[config.mk]
export PLATFORM = sky130hd
export DESIGN_NAME = weight_line_buffer_scheduler
export DESIGN_NICKNAME = d
export VERILOG_FILES = /design/src/rtl/NVP_v1_constants.sv /design/src/rtl/weight_line_buffer_scheduler.sv
export SDC_FILE = /design/constraint.sdc
export NUM_CORES = 1
export LEC_CHECK = 0
export ABC_AREA = 1
export BUFFER_PORTS_ARGS = -buffer_cell sky130_fd_sc_hd__buf_2
export CAP_MARGIN = 5
export CORE_MARGIN = 2
export CORE_UTILIZATION = 40
export DETAILED_ROUTE_END_ITERATION = 10
export GPL_ROUTABILITY_DRIVEN = 0
export GPL_TIMING_DRIVEN = 1
export REMOVE_ABC_BUFFERS = 1
export SLEW_MARGIN = 10
export SYNTH_ARGS = -nofsm -noshare
export SYNTH_HDL_FRONTEND = slang
export SYNTH_SLANG_ARGS = --single-unit
[constraint.sdc]
create_clock -name clk -period 1 [get_ports clk]
set_input_delay 0.15 -clock clk [delete_from_list [all_inputs] [get_ports clk]]
set_output_delay 0.15 -clock clk [all_outputs]
set_load 0.02 [all_outputs]
[src/rtl/NVP_v1_constants.sv]
// Project-wide NVP v1 sizing constants shared by the weight path blocks.
// Pure constants, no logic.
// Consumers take defaults from here so all blocks agree on buffer counts.
package NVP_v1_constants;
  localparam int NUMBER_OF_WEIGHT_LINE_BUFFERS = 2;
endpackage

[src/rtl/weight_line_buffer_scheduler.sv]
// Ring scheduler handing weight line buffers between loader (fill) and compute (consume).
// Latency: request/done sampled at an edge take effect in the following cycle (one registered stage).
// Backpressure: a request waits (no grant) while its side is busy or the ring slot is not ready.
module weight_line_buffer_scheduler #(
  parameter int NUMBER_OF_WEIGHT_LINE_BUFFERS = NVP_v1_constants::NUMBER_OF_WEIGHT_LINE_BUFFERS,
  localparam int SEL_W = $clog2(NUMBER_OF_WEIGHT_LINE_BUFFERS),
  localparam int CNT_W = $clog2(NUMBER_OF_WEIGHT_LINE_BUFFERS + 1)
) (
  input  logic             clk,
  input  logic             resetn,
  input  logic             i_flush,
  input  logic             i_fill_req,
  output logic             o_fill_grant,
  output logic [SEL_W-1:0] o_fill_buffer_id,
  output logic             o_fill_active,
  input  logic             i_fill_done,
  input  logic             i_consume_req,
  output logic             o_consume_grant,
  output logic [SEL_W-1:0] o_consume_buffer_id,
  output logic             o_consume_active,
  input  logic             i_consume_done,
  output logic [CNT_W-1:0] o_full_count,
  output logic             o_all_empty,
  output logic             o_protocol_error
);

  localparam int NUM = NUMBER_OF_WEIGHT_LINE_BUFFERS;

  typedef enum logic [1:0] {
    EMPTY     = 2'd0,
    FILLING   = 2'd1,
    FULL      = 2'd2,
    CONSUMING = 2'd3
  } buf_state_t;

  buf_state_t       state [NUM];
  logic [SEL_W-1:0] wr_ptr;
  logic [SEL_W-1:0] rd_ptr;

  logic fill_grant_go;
  logic fill_done_go;
  logic consume_grant_go;
  logic consume_done_go;
  logic stray_done;

  logic [CNT_W-1:0] full_cnt;
  logic             none_busy;

  // Ring increment with an explicit wrap so non-power-of-2 rings work.
  function automatic logic [SEL_W-1:0] next_ptr(input logic [SEL_W-1:0] p);
    return (p == SEL_W'(NUM - 1)) ? '0 : p + SEL_W'(1);
  endfunction

  // Decisions look only at registered state; grant and done on one side are exclusive via the active flag.
  assign fill_grant_go    = i_fill_req && !o_fill_active && (state[wr_ptr] == EMPTY);
  assign fill_done_go     = i_fill_done && o_fill_active;
  assign consume_grant_go = i_consume_req && !o_consume_active && (state[rd_ptr] == FULL);
  assign consume_done_go  = i_consume_done && o_consume_active;
  assign stray_done       = (i_fill_done && !o_fill_active) || (i_consume_done && !o_consume_active);

  // Status derived straight from the per-buffer state registers.
  always_comb begin
    full_cnt  = '0;
    none_busy = 1'b1;
    for (int i = 0; i < NUM; i++) begin
      if (state[i] == FULL) full_cnt = full_cnt + CNT_W'(1);
      if (state[i] != EMPTY) none_busy = 1'b0;
    end
  end

  assign o_full_count = full_cnt;
  assign o_all_empty  = none_busy;

  // Buffer state, ring pointers and registered handshake outputs; flush mirrors reset synchronously.
  always_ff @(posedge clk or negedge resetn) begin
    if (!resetn) begin
      for (int i = 0; i < NUM; i++) state[i] <= EMPTY;
      wr_ptr              <= '0;
      rd_ptr              <= '0;
      o_fill_grant        <= 1'b0;
      o_fill_active       <= 1'b0;
      o_fill_buffer_id    <= '0;
      o_consume_grant     <= 1'b0;
      o_consume_active    <= 1'b0;
      o_consume_buffer_id <= '0;
      o_protocol_error    <= 1'b0;
    end else if (i_flush) begin
      for (int i = 0; i < NUM; i++) state[i] <= EMPTY;
      wr_ptr              <= '0;
      rd_ptr              <= '0;
      o_fill_grant        <= 1'b0;
      o_fill_active       <= 1'b0;
      o_fill_buffer_id    <= '0;
      o_consume_grant     <= 1'b0;
      o_consume_active    <= 1'b0;
      o_consume_buffer_id <= '0;
      o_protocol_error    <= 1'b0;
    end else begin
      o_fill_grant    <= fill_grant_go;
      o_consume_grant <= consume_grant_go;
      if (fill_grant_go) begin
        state[wr_ptr]    <= FILLING;
        o_fill_active    <= 1'b1;
        o_fill_buffer_id <= wr_ptr;
      end
      // Id is left untouched on done so it stays stable into the following cycle.
      if (fill_done_go) begin
        state[o_fill_buffer_id] <= FULL;
        o_fill_active           <= 1'b0;
        wr_ptr                  <= next_ptr(wr_ptr);
      end
      if (consume_grant_go) begin
        state[rd_ptr]       <= CONSUMING;
        o_consume_active    <= 1'b1;
        o_consume_buffer_id <= rd_ptr;
      end
      if (consume_done_go) begin
        state[o_consume_buffer_id] <= EMPTY;
        o_consume_active           <= 1'b0;
        rd_ptr                     <= next_ptr(rd_ptr);
      end
      if (stray_done) o_protocol_error <= 1'b1;
    end
  end

endmodule

## Word level (Yosys, flattened, before mapping)

Index checks and enable logic that the tools add are counted.

| word-level totals | value |
|---|---|
| bits in registers | 13 |
| input bits | 7 |
| output and inout bits | 10 |
| word-level logic and storage cells | 109 |

| cells by class | value |
|---|---|
| $add $sub $neg | 3 |
| order comparisons | 8 |
| eq/ne operators | 3 |
| muxes and demuxes | 46 |
| bitwise operators | 13 |
| reductions and logical operators | 25 |

Operators with widths:

| cell | count |
|---|---|
| 4-bit two-way mux | 8 |
| 1-bit two-way mux | 23 |
| 2-bit two-way mux | 11 |
| 2-bit nonzero test | 7 |
| 1-bit logical AND | 12 |
| 2-bit demux with 1-bit select | 4 |
| 2-bit greater-or-equal comparator, second input constant | 4 |
| 2-bit by 1-bit < comparator with 1-bit output, second input constant | 4 |
| 1-bit NOT with 2-bit output | 4 |
| 2-bit equality test, second input constant | 3 |
| 3-bit nonzero test | 2 |
| 2-bit bitwise AND | 2 |
| 4-bit bitwise AND | 1 |
| 2-bit NOT | 2 |
| 4-bit NOT | 1 |
| 2-bit bitwise OR | 2 |
| 4-bit bitwise OR | 1 |
| 1-bit adder, second input constant | 2 |
| 2-bit by 1-bit adder with 2-bit output, second input constant | 1 |
| 1-bit logical NOT | 2 |
| 2-bit logical NOT | 1 |
| 1-bit logical OR | 1 |

## Longest topological paths before layout

Gate-level depths: netlist of run 1.

| depth | value |
|---|---|
| word-level depth | 18 |
| gate-level depth with buffers | 6 |
| depth with buffers taken out | 6 |

## Least setup slack after synthesis of run 1

OpenSTA, ideal clock, no wires.

| path | value |
|---|---|
| kind | reg-to-output |
| from | register state[3] in the netlist's numbering |
| to | output port o_all_empty |
| data arrival time | 0.971 ns |
| required time | 0.850 ns |
| path slack | -0.121 ns |
| stages on the path, launching flop included | 4 |
| cell sequence | dfrtp_1 > inv_1 > nand2_1 > nor3_1 |

| on the way | value |
|---|---|
| cells in the longest elaborated chain, start to end | 3 |

RTL lines:

| item | line | source |
|---|---|---|
| from (decl) | weight_line_buffer_scheduler.sv:36 | `buf_state_t state [NUM];` |
| from (signal, indexed assignment) | weight_line_buffer_scheduler.sv:102 | `state[wr_ptr] <= FILLING;` |
| from (signal, indexed assignment) | weight_line_buffer_scheduler.sv:108 | `state[o_fill_buffer_id] <= FULL;` |
| from (signal, indexed assignment) | weight_line_buffer_scheduler.sv:113 | `state[rd_ptr] <= CONSUMING;` |
| 2-bit nonzero test | weight_line_buffer_scheduler.sv:67 | `if (state[i] != EMPTY) none_busy = 1'b0;` |
| 1-bit two-way mux (2 in a row) | weight_line_buffer_scheduler.sv:67 |  |
| to (decl) | weight_line_buffer_scheduler.sv:23 | `output logic o_all_empty,` |

No other way between the ends.

## Worst setup path after layout of run 1

| path | value |
|---|---|
| from | register state[3] in the netlist's numbering |
| to | output port o_full_count[0] |

| on the way | value |
|---|---|
| cells in the longest elaborated chain, start to end | 4 |

RTL lines:

| item | line | source |
|---|---|---|
| 2-bit equality test * | weight_line_buffer_scheduler.sv:66 | `if (state[i] == FULL) full_cnt = full_cnt + CNT_W'(1);` |
| 1-bit two-way mux * | weight_line_buffer_scheduler.sv:66 |  |
| 2-bit by 1-bit adder with 2-bit output | weight_line_buffer_scheduler.sv:66 |  |
| 2-bit two-way mux * | weight_line_buffer_scheduler.sv:66 |  |
| to (decl) | weight_line_buffer_scheduler.sv:22 | `output logic [CNT_W-1:0] o_full_count,` |

Every way passes the cells marked *; elsewhere a longest branch is shown, timed or not.

==> results.toml, run 1 <==
[pwr]
leakagePower_uw = 0.0005496
seqPwrFrac_pct = 40.8
power_density_mw_per_mm2 = 1504
internal_power_uw = 1013
ir_worst_vdd_mv = 0.9345
clkPwrFrac_pct = 21.4
p_switching_uw = 530.0
power_frac_comb_pct = 37.8
p_sw_share_pct = 34.34

[synth]
syn_area_per_cell_sq_um = 7.986
yosysSeqAreaShare_pct = 50.29
synth_top_area_share_pct = 50.29
ys_top_cells_by_count = "inv_1, nand2_1, dfrtp_1, nand3_1, nor2_1"
synthFlopType = "dfrtp_1"
synth_warnings = 0
synth_cell_types = 18
synth_edf_count = 0
ys_top_cells_by_area = "dfrtp_1, inv_1, nand2_1"
yosysTopAreaCell = "dfrtp_1"
ys_ff_latch = 13
async_flop_share_pct = 100.0
netlist_area_sq_um = 646.9
syn_inst = 81

[detailed_routing]
antenna_left = 0
drt-vias-per-instance = 4.820
wl_per_cell_um = 11.41
routed_wl_um = 1518
drc = 0
first_pass_iters = 3
vias = 641
drt-initial-drc-count = 4

[placed_design]
port_buffers = 16
dpl.hpwl_um = 1051

[clocking]
numCtsBuffers = 3
cts.sinks = 13
cts_root_buffer = "clkbuf_4"
htree_num_levels = 1
cts_tree = "built"
clock_path_buffers = 2
insertion_delay_ns = 0.28
clk_pin_slew_ns = 0.08

[hold_path]
hp-class = "input port to flop"
whs_path_depth = 2

[worst_setup_path]
critical_path_class = "flop to primary output"
start_kind = "flop"
r2r_cells = 8
arrival_ns = 1.21
end_kind = "primary output"
cp_max_fo = 3
worst_ep_required_time_ns = 0.85

[cells_and_area]
diodes = 0
fin_nets = 126
multiInputGateArea_sq_um = 335.3
drive_gt1_share_pct = 52.99
fillerInstances = 133
fin_util_pct = 68.11
ff_latch_area_sq_um = 327.8
syn_to_final_growth_pct = 58.61

[grt]
grtUsageTotal_pct = 18.00
overflow = 0
grt_max_degree = 14
grt_pass1_vias = 604
grt_pass1_wl_um = 2497
antenna_found_initial = 0

[sta]
drv_slew = 0
skew_ns = 0.003112
tns_ns = -2.443
final-hold-violation-count = 0
setup_violations = 15
tightest_slew_ns = 0.4355
maxSlewHeadroom_pct = 70.86
fin_crit_sh_pct = 135.9
max_freq_mhz = 735.8
setup_ws_ns = -0.3591
post-route-min-period_ns = 1.359
rsz0062_at_grt = "true"

[die]
die_w_um = 44.22
io_pins = 17
die-area_sq_mm = 0.001955
placeableCoreArea_sq_mm = 0.001506
core.rowCount = 14
die_y_um = 44.22
start_util_pct = 42.94

[status]
outcome = "finished, violations left"
violations = "setup timing"

[flow_run]
cap_violations = 0
[registers in the layout, summed over array words and instances, names as in the netlist]
signal,cells
rd_ptr,1
wr_ptr,1
o_fill_grant,1
o_consume_buffer_id,1
o_fill_active,1
o_fill_buffer_id,1
o_protocol_error,1
state,4
o_consume_grant,1
o_consume_active,1
[power groups by stage]
stage                     clock, uW  combinational (uW)  sequential, uW
after floorplan                   0                 212             663
after global placement            0                 405             633
after detailed placement          0                 409             635
after CTS                       331                 542             623
after global routing            360                 642             637
final                           331                 583             629
[stage by stage]
stage	worst slack, ns	std cells	cell area [sq um]	hold slack (ns)	power [uW]
floorplan	-0.1209	81	646.9	-0.1456	874.8
global route	-0.4015	133	1026	0.1160	1639
detailed placement	-0.07107	121	807.0	0.05465	1044
global placement	-0.05670	121	807.0	0.05167	1038
finish	-0.3591	133	1026	0.1116	1543
CTS	-0.3566	130	953.4	0.1011	1496
[cells in the final DEF, fill, tap and decap left out, types with 4 or more instances in the layout]
cell type / instances
buf_4: 14
nand2_1: 11
dfrtp_1: 11
inv_1: 10
buf_2: 9
buf_6: 8
inv_2: 6
nand3_2: 5
nor2_1: 5
nand3_1: 4
[logic make-up after synthesis]
family,synth area share [%]
simple gates,25.15
fa+ha+maj,1.934
compound gates,12.38
buf+inv,10.25
flops,50.29
[routing by layer]
metal	routed length (um)	GRT usage (%)
met1	681	23.00
met2	727	27.06
met3	58	2.449
met4	51	14.55
met5	0	0
[critical path, stage by stage, from the launching register on]
cell	delay, ns
dfrtp_1	0.40
inv_2	0.07
nor2_1	0.04
ha_1	0.28
buf_6	0.14
[cell type report]
| class | instances | share of cell area, % |
|---|---|---|
| multi-input combinational | 51 | 32.68 |
| sequential | 13 | 31.95 |
| timing repair buffer | 32 | 24.39 |
| inverter | 17 | 6.463 |
| clock buffer | 4 | 2.561 |
| tap | 16 | 1.951 |
[path summary, 6_finish.rpt]
| check | from | endpoint | slack (ns) |
|---|---|---|---|
| worst max-delay path | state[3] | o_full_count[0] | -0.36 |
| worst min-delay path | i_flush | o_consume_grant | 0.11 |
| worst max register to register | state[0] | o_consume_buffer_id | -0.22 |
| worst min register to register | o_protocol_error | o_protocol_error | 0.47 |
| max in group asynchronous | resetn | o_fill_active | 0.48 |
| min in group asynchronous | resetn | state[3] | 0.28 |
[repair_timing]
| item | in CTS | in global routing |
|---|---|---|
| gates resized for setup | 26 | 19 |
| pin swaps | 7 | 7 |
| buffers inserted | 4 | 3 |
| endpoints found under the hold margin | 13 | 0 |
| hold buffers | 1 | 0 |
| setup endpoints to repair | 12 | 18 |
Note: power is estimated with default switching activity, not from simulation.
==> run 2, diff against run 1 <==
--- a/config.mk
+++ b/config.mk
@@ -13,6 +13,7 @@
 export DETAILED_ROUTE_END_ITERATION = 10
 export GPL_ROUTABILITY_DRIVEN = 0
 export GPL_TIMING_DRIVEN = 1
+export PLACE_DENSITY = 0.75
 export REMOVE_ABC_BUFFERS = 1
 export SLEW_MARGIN = 10
 export SYNTH_ARGS = -nofsm -noshare
==> constraint.sdc (replaced) <==
create_clock -name clk -period 1 [get_ports clk]
set_input_delay 0.05 -clock clk [delete_from_list [all_inputs] [get_ports clk]]
set_output_delay 0.05 -clock clk [all_outputs]
set_load 0.02 [all_outputs]
==> run 2 against run 1 <==
Critical path type unchanged; hold slack lost 0.10 ns; combinational power is 8.6% higher; design area rose by 1.5%; sequential share of layout area down 0.58 points; utilization increased by 1.0 points; highest routed layer unchanged; via count fell by 0.31%; first-iteration DRC count grew 25%; the flow still finishes with violations (setup timing).
==> results.toml, run 2 (same netlist as run 1, synthesis figures left out) <==
[cells_and_area]
drive_gt1_share_pct = 55.08
syn_to_final_growth_pct = 60.93
largest_reg_flops = 4
fin_nets = 127
regMostFlops = "state"
diodes = 0
stdcell_count = 134
layout_common_cells = "buf_2, nand2_1, dfrtp_1, buf_4, inv_1"
final_common_cell = "buf_2"

[die]
die-area_sq_mm = 0.001955
start_util_pct = 42.94
die_w_um = 44.22
io_pins = 17
core.rowCount = 14
die_y_um = 44.22
placeableCoreArea_sq_mm = 0.001506

[sta]
skew_ns = 0.002245
setup_ws_ns = -0.2824
post-route-min-period_ns = 1.282
fin_crit_sh_pct = 128.2
whs_ns = 0.008353
max_freq_mhz = 779.8
maxSlewHeadroom_pct = 80.81
rsz0062_at_grt = "true"
drv_slew = 0
final-hold-violation-count = 0
setup_violations = 13
tightest_slew_ns = 0.2879

[status]
violations = "setup timing"
outcome = "finished, violations left"

[clocking]
cts.sinks = 13
clk_pin_slew_ns = 0.08
numCtsBuffers = 3
clock_path_buffers = 2
cts_tree = "built"
htree_num_levels = 1
cts_root_buffer = "clkbuf_4"
insertion_delay_ns = 0.27

[placed_design]
port_buffers = 16
dpl.hpwl_um = 1061
place_inst = 115
pre_cts_slack_ns = -0.03152

[grt]
grtUsageTotal_pct = 18.70
grt_pass1_vias = 626
grt_pass1_wl_um = 2656
grt_max_degree = 14
antenna_found_initial = 0
overflow = 0

[worst_setup_path]
worst_ep_required_time_ns = 0.95
r2r_cells = 7
start_kind = "flop"
ff2ff_setup_slack_ns = -0.17
arrival_ns = 1.23
r2r_start = "state[3]"
worst_r2r_endpoint = "state[2]"
critical_path_class = "flop to primary output"
end_kind = "primary output"
cp_max_fo = 3

[detailed_routing]
vias = 639
drc = 0
drt-initial-drc-count = 5
routed_wl_um = 1727
first_pass_iters = 4
antenna_left = 0
wl_per_cell_um = 12.89
drt-vias-per-instance = 4.769

[pwr]
seqPwrFrac_pct = 40.3
leakagePower_uw = 0.0005549
clkPwrFrac_pct = 20.0
p_sw_share_pct = 35.41
power.total_uw = 1591
internal_power_uw = 1027
power_density_mw_per_mm2 = 1528
ir_worst_vdd_mv = 1.156
power_frac_comb_pct = 39.8
p_switching_uw = 563.2

[hold_path]
min_from = "i_flush"
whs_path_depth = 2
min_to = "o_fill_grant"
hp-class = "input port to flop"

[flow_run]
cap_violations = 0
[run 2: critical path: stages (launching register included)]
cell and delay, ns:
dfrtp_1 0.40, inv_2 0.09, nor2_2 0.04, ha_1 0.30, buf_6 0.14
[run 2: worst max path at each step]
stage                                 from             endpoint  slack, ns
after floorplan           o_consume_active             state[3]      -0.05
after global placement            state[2]  o_consume_buffer_id       0.01
after detailed placement     o_fill_active             state[2]      -0.03
after CTS                         state[3]      o_full_count[0]      -0.24
after global routing              state[3]      o_full_count[0]      -0.32
final                             state[3]      o_full_count[0]      -0.28
[run 2: layout make-up]
cell class,count,area (sq um)
sequential,13,326.6
timing repair buffer,33,241.5
tap,16,20.02
inverter,17,68.82
fill,121,465.4
multi-input combinational,51,357.8
clock buffer,4,26.28
[run 2: per-layer routing]
metal | up-vias | track usage (%) | wire length, um
met5 | - | 0 | 0
met4 | 0 | 9.091 | 29
met3 | 4 | 2.857 | 59
met2 | 16 | 31.47 | 891
met1 | 287 | 23.36 | 746
li1 | 332 | - | -
[run 2: through the flow]
stage,TNS (ns),util [%],instance area [sq um]
CTS,-0.9207,60.55,912.1
global placement,0,50.58,762.0
global route,-2.393,69.10,1041
floorplan,-0.09092,-,646.9
finish,-1.717,69.10,1041
detailed placement,-0.08968,50.58,762.0
[run 2: power groups by stage]
stage	sequential, uW	clock [uW]	combinational (uW)
finish	640	317	633
global route	646	344	686
CTS	626	326	492
detailed placement	639	0	368
global placement	635	0	359
floorplan	663	0	212
[run 2: timing repair]
action / in CTS / in global routing
hold buffers: 1 / 0
buffers inserted: 8 / 6
resized for setup: 19 / 25
endpoints found under the setup margin: 10 / 14
pin swaps: 3 / 11
hold endpoints to repair: 13 / 0
==> run 3, diff against run 2 <==
--- a/config.mk
+++ b/config.mk
@@ -5,7 +5,6 @@
 export SDC_FILE = /design/constraint.sdc
 export NUM_CORES = 1
 export LEC_CHECK = 0
-export ABC_AREA = 1
 export BUFFER_PORTS_ARGS = -buffer_cell sky130_fd_sc_hd__buf_2
 export CAP_MARGIN = 5
 export CORE_MARGIN = 2
==> run 3 against run 2 <==
The run still ends with setup timing left; routed wire length fell by 19%; largest power group unchanged; final cell count fell by 16%; clock-buffer cell count did not move; via count fell by 9.2%; synthesized cell count fell by 23%; total power fell by 18%; critical path depth fell by 1; setup slack got worse by 0.022 ns; combinational power fell by 37%; sequential power fell by 5.5%; maximum frequency fell by 1.7%; sequential share of layout area rose by 0.83 points; critical path type unchanged.
==> results.toml, run 3 <==
[synth]
netlist_area_sq_um = 665.6
syn_area_per_cell_sq_um = 10.74
synth_most_common_cell = "dfrtp_1"
yosysSeqAreaShare_pct = 48.87
yosysTopAreaCell = "dfrtp_1"
synth_warnings = 0
synth_cell_types = 31
synth_top_area_share_pct = 48.87
synthFlopType = "dfrtp_1"
syn_inst = 62
ys_top_cells_by_count = "dfrtp_1, nor2_1, a21oi_1, inv_1, nand2_1"
async_flop_share_pct = 100.0
synth_edf_count = 0
ys_ff_latch = 13
ys_top_cells_by_area = "dfrtp_1, nor2_1, a21oi_1"

[flow_run]
cap_violations = 0

[detailed_routing]
wl_per_cell_um = 12.56
drt-vias-per-instance = 5.179
antenna_left = 0
vias = 580
drc = 0
drt-initial-drc-count = 6
first_pass_iters = 4
routed_wl_um = 1407

[clocking]
cts_tree = "built"
clock_path_buffers = 2
htree_num_levels = 1
cts_root_buffer = "clkbuf_4"
numCtsBuffers = 3
insertion_delay_ns = 0.26
cts.sinks = 13
clk_pin_slew_ns = 0.07

[cells_and_area]
diodes = 0
drive_gt1_share_pct = 60.42
layout_common_cells = "buf_2, buf_4, dfrtp_1, buf_6, nor2_1"
syn_to_final_growth_pct = 54.13
regMostFlops = "state"
final_cell_area_sq_mm = 0.001026
fin_util_pct = 66.56
fin_nets = 105
largest_reg_flops = 4

[grt]
grt_max_degree = 14
antenna_found_initial = 0
overflow = 0
grt_pass1_vias = 555
grt_pass1_wl_um = 2242
grtUsageTotal_pct = 15.25

[die]
die-area_sq_mm = 0.002007
die_y_um = 44.80
start_util_pct = 43.18
placeableCoreArea_sq_mm = 0.001541
io_pins = 17
die_w_um = 44.80
core.rowCount = 14

[pwr]
power_frac_comb_pct = 30.6
power_density_mw_per_mm2 = 1272
p_sw_share_pct = 29.31
clkPwrFrac_pct = 22.9
seqPwrFrac_pct = 46.4
ir_worst_vdd_mv = 0.8619
internal_power_uw = 922.2
leakagePower_uw = 0.0004596
p_switching_uw = 382.5

[placed_design]
dpl.hpwl_um = 973.4
port_buffers = 16
placed_area_sq_um = 829.5

[worst_setup_path]
arrival_ns = 1.25
start_kind = "flop"
end_kind = "primary output"
cp_max_fo = 3
worst_ep_required_time_ns = 0.95
critical_path_class = "flop to primary output"

[sta]
rsz0062_at_grt = "true"
setup_violations = 12
skew_ns = 0.001832
drv_slew = 0
maxSlewHeadroom_pct = 81.09
max_freq_mhz = 766.9
tightest_slew_ns = 0.2836
post-route-min-period_ns = 1.304
final-hold-violation-count = 0
setup_ws_ns = -0.3040
fin_crit_sh_pct = 130.4

[status]
outcome = "finished, violations left"
violations = "setup timing"

[hold_path]
hp-class = "input port to flop"
==> run 3: through the flow <==
stage	total power (uW)	worst slack, ns	hold WS (ns)	std cells	setup TNS [ns]
floorplan	774.5	-0.2161	-0.2456	61	-0.7892
global placement	900.2	-0.1521	-0.05234	102	-0.5953
detailed placement	902.8	-0.1509	-0.05235	102	-0.7086
CTS	1283	-0.3005	0.09491	112	-1.924
global route	1390	-0.3680	0.1126	112	-2.868
finish	1305	-0.3040	0.09306	112	-2.035
==> run 3: routing by layer <==
| layer | vias to the layer above | GRT usage, % | wire length (um) | share of wire, % |
|---|---|---|---|---|
| met4 | 0 | 3.529 | 8 | 0.57 |
| li1 | 291 | - | - | - |
| met1 | 267 | 21.45 | 672 | 48 |
| met3 | 2 | 2.400 | 63 | 4.5 |
| met5 | - | 0 | 0 | 0 |
| met2 | 20 | 24.93 | 663 | 47 |
==> run 3: cell families (layout without fill, tap and decap cells) <==
group	Yosys count	count (layout)	share of synthesized area (%)
buf+inv	5	39	2.818
xor+xnor	2	2	2.632
simple gates	26	26	27.07
compound gates	15	15	16.73
fa+ha+maj	1	1	1.879
flops	13	13	48.87
==> run 3: worst paths after layout <==
| check | start | to | slack (ns) | cells after the start |
|---|---|---|---|---|
| max | state[2] | o_full_count[0] | -0.30 | 3 |
| min | i_consume_done | o_protocol_error | 0.09 | 3 |
| max reg2reg | state[3] | state[2] | -0.23 | 4 |
| min reg2reg | o_protocol_error | o_protocol_error | 0.52 | 2 |
| max in group asynchronous | resetn | wr_ptr | 0.56 | 2 |
| min in group asynchronous | resetn | o_consume_buffer_id | 0.19 | 2 |
==> run 3: layout make-up <==
type | count | area (sq um)
fillers | 116 | 515.5
multi-input cells | 44 | 396.6
flip-flops and latches | 13 | 330.3
repair buffers | 31 | 237.7
clock buffers | 4 | 26.28
well taps | 16 | 20.02
inverters | 4 | 15.01
==> run 3: timing repair <==
item / in CTS / in global routing
setup endpoints to repair: 13 / 16
pin swaps: 11 / 8
hold endpoints to repair: 13 / 0
hold buffers: 1 / 0
buffers inserted: 5 / 0
gates resized for setup: 20 / 11
==> run 3: power by group through the flow <==
stage / combinational (uW) / sequential [uW] / clock, uW
2_1_floorplan: 140 / 634 / 0
3_3_place_gp: 287 / 613 / 0
3_5_place_dp: 289 / 613 / 0
4_1_cts: 371 / 602 / 309
5_1_grt: 430 / 609 / 351
6_report: 400 / 605 / 299
==> run 3: worst max-delay path, cell delays in order, from the launching register on <==
cell and delay, ns:
dfrtp_2 0.42, and2b_2 0.24, ha_4 0.20, buf_6 0.12
